File: src/rtl/add_stage_pkg.sv
`default_nettype none
// ============================================================================
// Module      : add_stage_pkg
// Description : Shared width constant and FSM state encoding for add_stage.
// Revision    : 1.0
// ============================================================================
package add_stage_pkg;

  localparam int c_width_default = 32;

  typedef enum logic [1:0] {
    IDLE = 2'd0,
    ADD  = 2'd1,
    HOLD = 2'd2
  } state_t;

endpackage : add_stage_pkg
`default_nettype wire

File: src/rtl/rca32.sv
`default_nettype none
// ============================================================================
// Module      : rca32
// Description : 32-bit ripple-carry adder, purely combinational.
// Revision    : 1.0
// ============================================================================
module rca32 (
  input  logic [31:0] a,
  input  logic [31:0] b,
  input  logic        cin,
  output logic [31:0] sum,
  output logic        cout
);

  logic [32:0] w_carry;

  assign w_carry[0] = cin;

  for (genvar i = 0; i < 32; i++) begin : g_bit
    assign sum[i]       = a[i] ^ b[i] ^ w_carry[i];
    assign w_carry[i+1] = (a[i] & b[i]) | (w_carry[i] & (a[i] ^ b[i]));
  end

  assign cout = w_carry[32];

endmodule : rca32
`default_nettype wire

File: src/rtl/add_stage.sv
`default_nettype none
// ============================================================================
// Module      : add_stage
// Description : Handshaked registered adder stage (IDLE/ADD/HOLD) around rca32.
//               Optional ADD_STAGE_ACC_EN adds in_acc to reuse the last sum as a.
// Revision    : 1.0
// ============================================================================
module add_stage
  import add_stage_pkg::*;
#(
  parameter int WIDTH = c_width_default
) (
  input  logic             clk,
  input  logic             rst,
  input  logic             in_valid,
  output logic             in_ready,
  input  logic [WIDTH-1:0] in_a,
  input  logic [WIDTH-1:0] in_b,
  input  logic             in_cin,
`ifdef ADD_STAGE_ACC_EN
  input  logic             in_acc,
`endif
  output logic             out_valid,
  input  logic             out_ready,
  output logic [WIDTH-1:0] out_sum,
  output logic             out_cout,
  output logic             out_ovf
);

  state_t           r_state;
  state_t           w_next;
  logic             w_in_ready;
  logic             w_load;
  logic             w_out_valid;
  logic             w_capture;
  logic [WIDTH-1:0] r_a;
  logic [WIDTH-1:0] r_b;
  logic             r_cin;
  logic [WIDTH-1:0] r_sum;
  logic             r_cout;
  logic             r_ovf;
  logic [WIDTH-1:0] w_op_a;
  logic [WIDTH-1:0] w_sum;
  logic             w_cout;
  logic             w_ovf;

  always_ff @(posedge clk) begin
    if (rst) r_state <= IDLE;
    else     r_state <= w_next;
  end

  always_comb begin
    w_next      = r_state;
    w_in_ready  = 1'b0;
    w_load      = 1'b0;
    w_out_valid = 1'b0;
    case (r_state)
      IDLE: begin
        w_in_ready = 1'b1;
        if (in_valid) w_next = ADD;
      end
      ADD: begin
        w_load = 1'b1;
        w_next = HOLD;
      end
      HOLD: begin
        w_out_valid = 1'b1;
        // Releasing the result frees the operand registers in the same cycle.
        if (out_ready) begin
          w_in_ready = 1'b1;
          w_next     = in_valid ? ADD : IDLE;
        end
      end
      default: w_next = IDLE;
    endcase
  end

  assign in_ready  = w_in_ready & ~rst;
  assign w_capture = w_in_ready & in_valid;
  assign out_valid = w_out_valid;

`ifdef ADD_STAGE_ACC_EN
  assign w_op_a = in_acc ? r_sum : in_a;
`else
  assign w_op_a = in_a;
`endif

  always_ff @(posedge clk) begin
    if (rst) begin
      r_a    <= '0;
      r_b    <= '0;
      r_cin  <= 1'b0;
      r_sum  <= '0;
      r_cout <= 1'b0;
      r_ovf  <= 1'b0;
    end else begin
      if (w_capture) begin
        r_a   <= w_op_a;
        r_b   <= in_b;
        r_cin <= in_cin;
      end
      if (w_load) begin
        r_sum  <= w_sum;
        r_cout <= w_cout;
        r_ovf  <= w_ovf;
      end
    end
  end

  rca32 u_rca32 (
    .a    (r_a),
    .b    (r_b),
    .cin  (r_cin),
    .sum  (w_sum),
    .cout (w_cout)
  );

  // Signed overflow: like-signed operands producing a result of the other sign.
  assign w_ovf = (r_a[WIDTH-1] == r_b[WIDTH-1]) && (w_sum[WIDTH-1] != r_a[WIDTH-1]);

  assign out_sum  = r_sum;
  assign out_cout = r_cout;
  assign out_ovf  = r_ovf;

endmodule : add_stage
`default_nettype wire

File: config.mk
export PLATFORM = sky130hd
export DESIGN_NAME = add_stage
export DESIGN_NICKNAME = d
export VERILOG_FILES = /design/src/rtl/add_stage_pkg.sv /design/src/rtl/rca32.sv /design/src/rtl/add_stage.sv
export SDC_FILE = /design/constraint.sdc
export NUM_CORES = 1
export LEC_CHECK = 0
export CAP_MARGIN = 20
export CORE_ASPECT_RATIO = 0.5
export CORE_MARGIN = 2
export CORE_UTILIZATION = 42
export DETAILED_ROUTE_END_ITERATION = 6
export PLACE_DENSITY = 0.68
export SETUP_SLACK_MARGIN = 0.05
export SYNTH_ARGS = -nofsm -noshare
export SYNTH_HDL_FRONTEND = slang
export SYNTH_SLANG_ARGS = --single-unit
File: constraint.sdc
create_clock -name clk -period 23.3 [get_ports clk]
set_input_delay 4.66 -clock clk [delete_from_list [all_inputs] [get_ports clk]]
set_output_delay 4.66 -clock clk [all_outputs]
set_load 0.005 [all_outputs]
==> results of run 1 <==
## layout make-up
class / count / area share [%]
inverters: 7 / 0.421
flip-flops and latches: 101 / 32.4
repair buffers: 107 / 17.0
well taps: 159 / 3.19
clock inverters: 5 / 0.942
clock buffers: 11 / 3.89
multi-input cells: 337 / 42.2
## power by group
part	leakage [nW]	switching (mW)	internal, mW
sequential	0.827	0.00828	0.184
clock	0.142	0.0629	0.0865
combinational	1.45	0.0236	0.0333
## worst max-delay path, delay by kind of cell (launching register included)
kind | cells | cell delay [ps]
buf+inv | 3 | 210
compound gates | 1 | 160
flops | 1 | 340
simple gates | 1 | 300
fa+ha+maj | 32 | 12450
xor+xnor | 1 | 150
## final timing paths
| check | to | start | slack, ps |
|---|---|---|---|
| worst max-delay path | out_ovf | r_a[0] | 9610 |
| worst min-delay path | out_sum[17] | out_sum[17] | 450 |
| worst max register to register | out_ovf | r_a[0] | 9610 |
| worst min register to register | out_sum[17] | out_sum[17] | 450 |
## stage by stage
step	total power [mW]	util, %	setup slack [ps]	instances
after floorplan	0.231	-	10240	478
after global placement	0.253	53.1	9770	711
after detailed placement	0.254	53.1	9620	711
after CTS	0.403	55.8	9520	727
after global routing	0.419	55.8	9120	727
final	0.398	55.8	9610	727
## cell families (layout without fill, tap and decap cells)
| logic type | after synthesis | after routing | synth area share (%) |
|---|---|---|---|
| compound gates | 35 | 35 | 3.72 |
| xor+xnor | 1 | 1 | 0.179 |
| fa+ha+maj | 33 | 33 | 13.3 |
| buf+inv | 40 | 130 | 5.30 |
| flops | 101 | 101 | 41.2 |
| mux | 65 | 65 | 13.3 |
| simple gates | 203 | 203 | 23.0 |
## synth_stat cells
library cell  instances
nand2b_1            132
dfxtp_1             101
mux2i_1              65
nand2_1              61
a21oi_1              32
fa_1                 32
clkbuf_1             18
inv_1                 7
buf_12                5
buf_2                 5
buf_4                 4
a211oi_1              3
nor2_1                3
and2_1                1
and2b_1               1
buf_6                 1
ha_1                  1
nor2b_1               1
nor2b_4               1
nor3_1                1
nor3b_4               1
or3_1                 1
xor2_1                1
## state kept, by name, indices dropped and copies added, names as in the netlist
signal and count:
r_a 32, out_ovf 1, out_cout 1, r_cin 1
r_b 32, out_sum 32, r_state 2
## layer usage
metal | track usage, % | part of all wire, %
met5 | 0 | 0
met4 | 2.75 | 0.51
met3 | 3.94 | 3.1
met2 | 25.9 | 47
met1 | 19.9 | 50
==> results by group, run 1 <==
Run status
  – Status: finished, final reports clean

Global route
  – First-pass GRT wire length: 15.1 mm
  – GRT Util Overall: 15.2%
  – GR Overflow Total: 0
  – Antenna violations before repair: 0
  – Vias in the first global route: 3,071
  – Pin count of the biggest net entering global routing: 107

Synthesis
  – Synth Register Bits: 101
  – Synth top area share: 41.2%
  – Syn_area_per_cell: 10.3 um^2
  – Post-Syn Nets: 580
  – Cells after Synth: 478
  – Top post-synthesis cells by area: dfxtp_1, nand2b_1, mux2i_1
  – Biggest area consumer among synthesized cells: dfxtp_1
  – Synth unique cells: 23
  – Ys Warns: 0
  – Seq/Total Area, Yosys: 41.2%
  – Synthesized cell area: 4910 um^2

Pwr
  – Pleak: 2.42 nW
  – Power per Cell Area: 63.8 nW/um^2
  – Peak supply drop: 36.8 uV

Worst setup path
  – Required time of the worst setup path: 23,550 ps
  – Critical Path Fanout Max: 2
  – CP max stage cell: fa_1
  – Crit Path Class: register to register
  – CP Capture Type: register
  – CP peak stage delay: 440 ps
  – Setup crit start kind: register
  – CP arrival: 13,940 ps
  – CP most frequent cell: fa_1
  – R2r worst-path depth: 38

Route
  – Drt first pass iters: 4
  – Iteration-0 DRC Markers: 125
  – # DRC: 0
  – WL/cell: 12.9 um
  – Vias: 3,238
  – Vias per cell: 4.45
  – WL final: 9.38 mm
  – Final ANT Viol Nets: 0

STA
  – Max-slew violation count: 0
  – Max Fclk: 73.0 MHz
  – Tmin final: 13,690 ps
  – Worst Tran Pin Value: 1140 ps
  – Headroom to the max-slew limit: 23.9%
  – Crit share post-route: 58.8%
  – Hold WS: 453 ps
  – Setup TNS: 0 ps
  – Hold Fails Final Rpt: 0
  – RSZ-0062 raised after global routing: no
  – # setup viols final: 0
  – Worst Clk Skew: 7.51 ps

Placement
  – Placed Area: 5940 um^2
  – Post-DP HPWL: 6.24 mm
  – Port-buffer cells: 104
  – Gpl congestion: 0.688

Clock tree
  – Clk Latency, worst-skew pair: 330 ps
  – TritonCTS Buffers: 9
  – Post-CTS Setup Bufs: 0
  – Root buf cell: clkbuf_16
  – Hold_buf cts: 0
  – CTS tree: built
  – Clk slew on worst S/H paths: 70 ps
  – Clk buf depth: 2
  – PostCTS Resize Cnt: 0
  – Sink Count: 101
  – H-tree depth reported by CTS: 3

Floorplanning
  – Core ar.: 11,200 um^2
  – Io pins: 105
  – Cell Rows: 27
  – Initial Utilization: 43.9%
  – Vert. Die Dim: 80.4 um
  – Full die area: 12,600 um^2
  – Die Span X: 157 um

Cells and area
  – Filler Cell Count: 1,009
  – Area grow syn2layout: 27.2%
  – Nets@finish: 665
  – Register area: 2020 um^2
  – Post-route cell area: 6240 um^2
  – Area of the multi-input gates: 2630 um^2
  – Share of cells above drive strength 1: 3.87%
  – # diodes: 0
  – Most common cell after layout, fill and taps aside: nand2b_1
  – Most frequent cells in the layout: nand2b_1, clkdlybuf4s50_1, dfxtp_1, mux2i_1, nand2_1

Min path
  – Hold path cells: 2
  – Hold Path Class: register to register

Job
  – Max_cap viols: 0
No activity file was read; power rests on OpenSTA's default activity.
==> inputs of run 2 (changes only) <==
==> constraint.sdc (replaced) <==
create_clock -name clk -period 14.15 [get_ports clk]
set_input_delay 2.83 -clock clk [delete_from_list [all_inputs] [get_ports clk]]
set_output_delay 2.83 -clock clk [all_outputs]
set_load 0.005 [all_outputs]
==> run 2 against run 1 <==
Against the previous run:
- cell area up 1.5%
- die area stayed put
- cell count unchanged
- via count up 0.71%
- critical path type unchanged
- fmax is 0.42% higher
- clock-buffer cell count unchanged
==> results by group, run 2 (same netlist as run 1, synthesis figures left out) <==
Cells and area
  – Filler Cell Count: 980 (was 1,009)
  – Most common cell after layout, fill and taps aside: nand2b_1 (unchanged)
  – # diodes: 0 (unchanged)
  – Area grow syn2layout: 29.1% (was 27.2%)
  – Area of the multi-input gates: 2640 um^2 (was 2630 um^2)
  – Final non-filler cell total: 727 (unchanged)
  – Share of cells above drive strength 1: 4.05% (was 3.87%)
  – Register area: 2020 um^2 (unchanged)
  – Most frequent cells in the layout: nand2b_1, clkdlybuf4s50_1, dfxtp_1, mux2i_1, nand2_1 (unchanged)
  – Nets@finish: 666 (was 665)

Pwr
  – Pleak: 2.47 nW (was 2.42 nW)
  – Power per Cell Area: 111 nW/um^2 (was 63.8 nW/um^2)
  – Peak supply drop: 54.7 uV (was 36.8 uV)

Floorplanning
  – Die Span X: 157 um (unchanged)
  – Initial Utilization: 43.9% (unchanged)
  – Core ar.: 11,200 um^2 (unchanged)
  – Cell Rows: 27 (unchanged)
  – Vert. Die Dim: 80.4 um (unchanged)
  – Io pins: 105 (unchanged)
  – Full die area: 12,600 um^2 (unchanged)

Clock tree
  – TritonCTS Buffers: 9 (unchanged)
  – Root buf cell: clkbuf_16 (unchanged)
  – Sink Count: 101 (unchanged)
  – CTS tree: built (unchanged)
  – Clk Latency, worst-skew pair: 330 ps (about the same)
  – Post-CTS Setup Bufs: 0 (unchanged)
  – Clk buf depth: 2 (unchanged)
  – Clk slew on worst S/H paths: 70 ps (about the same)
  – H-tree depth reported by CTS: 3 (unchanged)

STA
  – RSZ-0062 raised after global routing: no (unchanged)
  – Hold Fails Final Rpt: 0 (unchanged)
  – Tmin final: 13,640 ps (was 13,690 ps)
  – # setup viols final: 0 (unchanged)
  – Worst Clk Skew: 6.26 ps (was 7.51 ps)
  – Max-slew violation count: 0 (unchanged)
  – Crit share post-route: 96.4% (was 58.8%)
  – Headroom to the max-slew limit: 41.5% (was 23.9%)
  – Setup TNS: 0 ps (unchanged)
  – Worst Tran Pin Value: 875 ps (was 1140 ps)
  – Max Fclk: 73.3 MHz (was 73.0 MHz)

Global route
  – First-pass GRT wire length: 15.0 mm (was 15.1 mm)
  – Antenna violations before repair: 0 (unchanged)
  – GRT Util Overall: 15.2% (about the same)
  – GR Overflow Total: 0 (unchanged)
  – Vias in the first global route: 3,173 (was 3,071)
  – Pin count of the biggest net entering global routing: 107 (unchanged)

Route
  – Iteration-0 DRC Markers: 117 (was 125)
  – WL final: 9.29 mm (was 9.38 mm)
  – WL/cell: 12.8 um (was 12.9 um)
  – Final ANT Viol Nets: 0 (unchanged)
  – Vias per cell: 4.49 (was 4.45)
  – Drt first pass iters: 4 (unchanged)
  – # DRC: 0 (unchanged)
  – Vias: 3,261 (was 3,238)

Placement
  – Placed Cells: 711 (unchanged)
  – Post-DP HPWL: 6.22 mm (was 6.24 mm)
  – Port-buffer cells: 104 (unchanged)
  – Gpl congestion: 0.687 (was 0.688)

Worst setup path
  – Critical Path Fanout Max: 2 (unchanged)
  – Setup crit start kind: register (unchanged)
  – R2r worst-path depth: 38 (unchanged)
  – Crit Path Class: register to register (unchanged)
  – CP arrival: 13,890 ps (was 13,940 ps)
  – CP most frequent cell: fa_1 (unchanged)
  – Crit path depth: 38 (unchanged)
  – CP peak stage delay: 440 ps (about the same)
  – CP Capture Type: register (unchanged)
  – CP bufs+invs: 3 (unchanged)
  – Flop2flop setup slack: 510 ps (was 9610 ps)
  – Delay-heaviest family, CP: adder cells (unchanged)
  – CP max stage cell: fa_1 (unchanged)
  – Required time of the worst setup path: 14,400 ps (was 23,550 ps)

Min path
  – Hold path cells: 2 (unchanged)
  – Hold Path Class: register to register (unchanged)

Run status
  – Status: finished, final reports clean (unchanged)

Job
  – Max_cap viols: 0 (unchanged)
[run 2: what timing repair did]
action / 4_1_cts / 5_1_grt
endpoints found under the hold margin: 0 / 0
hold buffers: 0 / 0
resized for setup: 0 / 1
endpoints found under the setup margin: 0 / 1
[run 2: stage by stage]
stage | hold WS [ps] | total power [mW] | worst slack, ps | cell area [um^2] | util [%]
3_3_place_gp | 443 | 0.416 | 618 | 5940 | 53.1
2_1_floorplan | 448 | 0.380 | 1090 | 4910 | -
4_1_cts | 455 | 0.713 | 387 | 6300 | 56.4
6_report | 452 | 0.706 | 512 | 6330 | 56.6
5_1_grt | 480 | 0.741 | 62.1 | 6330 | 56.6
3_5_place_dp | 447 | 0.418 | 433 | 5940 | 53.1
[run 2: power breakdown]
part / switching, mW / internal, mW / total [mW] / leakage [nW]
logic: 0.0389 / 0.0554 / 0.0943 / 1.46
clock network: 0.101 / 0.195 / 0.295 / 0.176
registers: 0.0135 / 0.302 / 0.316 / 0.827
[run 2: path summary, 6_finish.rpt]
check               from           to
min reg2reg  out_sum[27]  out_sum[27]
max               r_a[0]      out_ovf
min          out_sum[27]  out_sum[27]
max reg2reg       r_a[0]      out_ovf
[run 2: worst min-delay path: stages (launching register included)]
cell	delay (ps)
dfxtp_1	310
nand2_1	50
a21oi_1	50
[run 2: layout make-up]
| type | instances | area share, % |
|---|---|---|
| clock buffer | 11 | 3.83 |
| clock inverter | 4 | 1.90 |
| inverter | 7 | 0.415 |
| multi-input combinational | 337 | 41.6 |
| sequential | 101 | 31.9 |
| tap | 159 | 3.14 |
| timing repair buffer | 108 | 17.2 |
[run 2: metal layers]
layer | GRT usage, % | routed length [um] | vias to the layer above
li1 | - | - | 1686
met1 | 20.1 | 4670 | 1524
met2 | 25.4 | 4280 | 47
met3 | 3.29 | 282 | 4
met4 | 3.85 | 62 | 0
met5 | 0 | 0 | -
